[src/rtl/mips_pkg.sv]
// mips_pkg: shared MUL encodings (sequencer state, funct field, ALUOp code)
package mips_pkg;
   typedef enum logic [1:0] {
      IDLE = 2'b00,
      RUN  = 2'b01,
      DONE = 2'b10
   } mul_state_t;
   localparam logic [5:0] FUNCT_MUL = 6'b011000;
   localparam logic [3:0] ALUOP_MUL = 4'b1010;
endpackage

[src/rtl/mul_sequencer.sv]
// mul_sequencer: shift-add multiplier for EX stage; MUL_EARLY_EXIT_EN ends RUN once the multiplier is exhausted
module mul_sequencer
   import mips_pkg::*;
#(
   parameter int WIDTH = 32,
   parameter int CNT_W = 6
) (
   input  logic             Clk,
   input  logic             Reset,
   input  logic             Start,
   input  logic             Flush,
   input  logic [WIDTH-1:0] OperandA,
   input  logic [WIDTH-1:0] OperandB,
   output logic             Stall,
   output logic             Busy,
   output logic             Done,
   output logic [WIDTH-1:0] Result
);
   mul_state_t       state_q, state_d;
   logic [WIDTH-1:0] acc_q, acc_d, mcand_q, mcand_d, mplier_q, mplier_d, result_q, result_d;
   logic [CNT_W-1:0] count_q, count_d;
   logic             done_q, done_d, busy_q, busy_d;
   logic [WIDTH-1:0] acc_step;
   logic             last;
   assign acc_step = mplier_q[0] ? acc_q + mcand_q : acc_q;
`ifdef MUL_EARLY_EXIT_EN
   assign last = (count_q == CNT_W'(WIDTH - 1)) || ((mplier_q >> 1) == '0);
`else
   assign last = count_q == CNT_W'(WIDTH - 1);
`endif
   assign Stall  = (state_q == IDLE && Start && !Flush) || state_q == RUN;
   assign Busy   = busy_q;
   assign Done   = done_q;
   assign Result = result_q;
   // next-state and datapath step: accept in IDLE, one add/shift per RUN cycle
   always_comb begin
      state_d  = state_q;
      acc_d    = acc_q;
      mcand_d  = mcand_q;
      mplier_d = mplier_q;
      count_d  = count_q;
      result_d = result_q;
      case (state_q)
         IDLE: if (Start && !Flush) begin
            state_d  = RUN;
            mcand_d  = OperandA;
            mplier_d = OperandB;
            acc_d    = '0;
            count_d  = '0;
         end
         RUN: if (Flush) state_d = IDLE;
         else begin
            acc_d    = acc_step;
            mcand_d  = mcand_q << 1;
            mplier_d = mplier_q >> 1;
            count_d  = count_q + CNT_W'(1);
            if (last) begin
               state_d  = DONE;
               result_d = acc_step;
            end
         end
         default: state_d = IDLE;
      endcase
      done_d = state_d == DONE;
      busy_d = state_d == RUN;
   end
   // state and registered outputs; reset overrides everything
   always_ff @(posedge Clk) begin
      if (Reset) begin
         state_q  <= IDLE;
         acc_q    <= '0;
         mcand_q  <= '0;
         mplier_q <= '0;
         count_q  <= '0;
         result_q <= '0;
         done_q   <= 1'b0;
         busy_q   <= 1'b0;
      end else begin
         state_q  <= state_d;
         acc_q    <= acc_d;
         mcand_q  <= mcand_d;
         mplier_q <= mplier_d;
         count_q  <= count_d;
         result_q <= result_d;
         done_q   <= done_d;
         busy_q   <= busy_d;
      end
   end
endmodule

[config.mk]
export PLATFORM = sky130hd
export DESIGN_NAME = mul_sequencer
export DESIGN_NICKNAME = d
export VERILOG_FILES = /design/src/rtl/mips_pkg.sv /design/src/rtl/mul_sequencer.sv
export SDC_FILE = /design/constraint.sdc
export NUM_CORES = 1
export LEC_CHECK = 0
export CORE_AREA = 2 2 106 210
export CTS_CLUSTER_DIAMETER = 100
export DETAILED_ROUTE_END_ITERATION = 10
export DIE_AREA = 0 0 108 212
export GPL_TIMING_DRIVEN = 0
export PLACE_DENSITY = 0.54
export SLEW_MARGIN = 20
export SYNTH_ARGS = -nofsm -noshare
export SYNTH_HDL_FRONTEND = slang
export SYNTH_SLANG_ARGS = --single-unit
[constraint.sdc]
create_clock -name Clk -period 3.3 [get_ports Clk]
set_input_delay 0.66 -clock Clk [delete_from_list [all_inputs] [get_ports Clk]]
set_output_delay 0.66 -clock Clk [all_outputs]
set_load 0.1 [all_outputs]
==> out/metrics.csv <==
metric,value,unit
critical_path_class,input pin to flop,
whs,483,ps
ys.flop_type,dfxtp_1,
yosysMostFrequentCell,dfxtp_1,
crit_chain,"clkdlybuf4s50_1, or2_2, clkbuf_1, nor4_1, clkbuf_1, clkbuf_1, a211oi_1",
coreArea,21400,µm²
syn_avg_cell_area,8.42,µm²
ys_async_sr_fraction,0,%
hold_path_class,flop to flop,
cts_sinks,138,
ys_top_cells_by_area,"dfxtp_1 (38%), mux2i_1 (8.0%), a211oi_1 (7.6%)",
cp-end-kind,flop,
synth-adder-area-share,5.77,%
ir_drop,0.000272,V
rr_endpoint,acc_q[28],
maxCapViolations,0,
holdPathStages,2,
synth-simple-area-share,15.9,%
yosysTopAreaCellShare,37.9,%
r2r_start,mcand_q[18],
grt_overflow,0,
grt_max_degree,17,
rsz0062_at_grt,no,
synth_warnings,0,
synth_top_family_by_area,compound AO/OA/AOI/OAI gates,
leakagePower,3.66,nW
port_buffers,101,
utilization,43.4,%
ys_seq_area_share,37.9,%
wirelength,24800,µm
critical_path.max_stage_delay,670,ps
status,"finished, final reports clean",
cellPowerDensity,468,nW/µm²
die_x,108,µm
ant_nets,0,
max_slew_margin,30.7,%
syn_to_final_growth,27.5,%
cp_max_fo,10,
worstPathRequired,3580,ps
cts_root_buf,clkbuf_16,
synth_mux_area_share,8.28,%
ys_top_cells_by_count,"dfxtp_1 (138), nor2_1 (122), a21oi_1 (81), a211oi_1 (74), nand2_1 (65)",
synthDistinctLibCells,60,
syn_nets,966,
critPathMostFrequentCell,clkbuf_1,
grt_pass1_wl,38300,µm
synth-compound-area-share,24.9,%
synth_edf_count,0,
ioPinCount,103,
worst-r2r-setup-slack,240,ps
via_per_inst,5.42,
post_cts_buffers,0,
dp_slack,-252,ps
reg2reg_depth,10,
netlist.top_cell.by_area,dfxtp_1,
cts_max_path_buffers,2,
routedWlPerCell,19.5,µm
cts_tree,done,
hold_viol_final,0,
drt_drc_violations_left,0,
htreeDepth,4,
fin_nets,1086,
die_h,212,µm
cp_num_buf_inv,4,
drv_slew,0,
die_area,22900,µm²
synth-xor-area-share,3.25,%
startpoint_type,input pin,
clk_latency,440,ps
crit_arrival,3500,ps
dpl.hpwl,18900,µm
setup_tns,0,ps
drt_first_pass_iters,4,
syn_area,7290,µm²
rows,76,
via_count,6883,
period_share,97.5,%
tightestPinTransition,1030,ps
fin_ws,83.7,ps
path_clk_slew,60,ps
start_util,34.1,%
slowest_stage,clkbuf_1,
skew,10.2,ps
hold_end,mcand_q[6],
antennaDiodeCount,0,
ys_ff_latch,138,
antenna_found_initial,0,
min-delay-start,mcand_q[6],
grt_use_total,22.3,%
cp_top_family,buffers and inverters,
drive_gt1_share,4.81,%
drt_iter0_markers,298,
max_freq,311,MHz
syn_inst,865,
grt_pass1_vias,6943,
min_period,3220,ps
setup_viol,0,
cts_buffers,17,
routabilityCongestion,0.912,
## state kept, by name, indices dropped and copies added (netlist names)
| name | flops |
|---|---|
| Done | 1 |
| state_q | 2 |
| Busy | 1 |
| mplier_q | 32 |
| mcand_q | 32 |
| acc_q | 32 |
| count_q | 6 |
| Result | 32 |
## per-stage QoR
stage	area [µm²]	std cells	total power [mW]
finish	9290	1271	4.35
global route	9290	1271	4.50
CTS	9270	1271	4.39
detailed placement	8640	1239	2.34
global placement	8640	1239	2.34
floorplan	7290	865	2.12
## placed cells by master, fill, tap and decap left out, drive strengths merged, types with 8 or more instances in the layout
master         netlist  layout
mux2i               58      58
a31oi                8       8
a21o                21      21
dfxtp              138     138
a21oi               81      81
nand4                8       8
xor2                 8       8
inv                  7       8
clkdlybuf4s50        0     100
a211oi              74      74
xnor2               19      19
nand2               65      65
nand3               23      23
a22oi               21      21
buf                  9       9
o21ai               21      21
ha                  32      32
nor2               122     122
clkbuf              59      82
nor3                12      12
## how the worst max path moves through the flow
stage	startpoint	to	slack [ps]	cells after the start
floorplan	Flush	Stall	340	2
global placement	Flush	Result[28]	-250	7
detailed placement	Flush	Result[28]	-250	7
CTS	acc_q[3]	Result[27]	5	10
global route	acc_q[12]	Result[27]	20	10
finish	Flush	Result[7]	80	7
## layer usage
layer,routed length (µm),vias up,track usage [%]
li1,-,3398,-
met1,8950,3259,22.3
met2,13700,173,42.2
met3,833,53,3.77
met4,1290,0,12.6
met5,0,-,0
## power by group
group	switching, mW	internal (mW)	total (mW)
clock network	0.773	1.27	2.04
logic	0.306	0.215	0.521
registers	0.0549	1.73	1.79
total	1.13	3.22	4.35
## kinds of logic after synthesis
kind of cell               after synthesis
xor gates and xnor gates                27
muxes                                   60
and+or+nand+nor                        263
buffers and inverters                   75
AOI/OAI and AO/OA                      269
DFF                                    138
adders and majority gates               33
## layout make-up
class / count / area, µm²
clock buffer: 23 / 488
inverter: 7 / 26.3
timing repair buffer: 101 / 1010
multi-input combinational: 652 / 4260
clock inverter: 9 / 136
sequential: 138 / 2760
fill: 2208 / 12100
tap: 273 / 342
buffer: 68 / 267
## what timing repair did
action,4_1_cts,5_1_grt
endpoints found under the setup margin,2,11
endpoints found under the hold margin,0,0
hold buffers,0,0
pin swaps,0,0
gates resized for setup,1,8
## worst register-to-register path: cells and delay by family, from the launching register on
kind | cells | cell delay [ps]
AOI/OAI and AO/OA | 6 | 1430
adders and majority gates | 1 | 370
DFF | 1 | 500
and+or+nand+nor | 3 | 700
No activity file was read; power rests on OpenSTA's default activity.
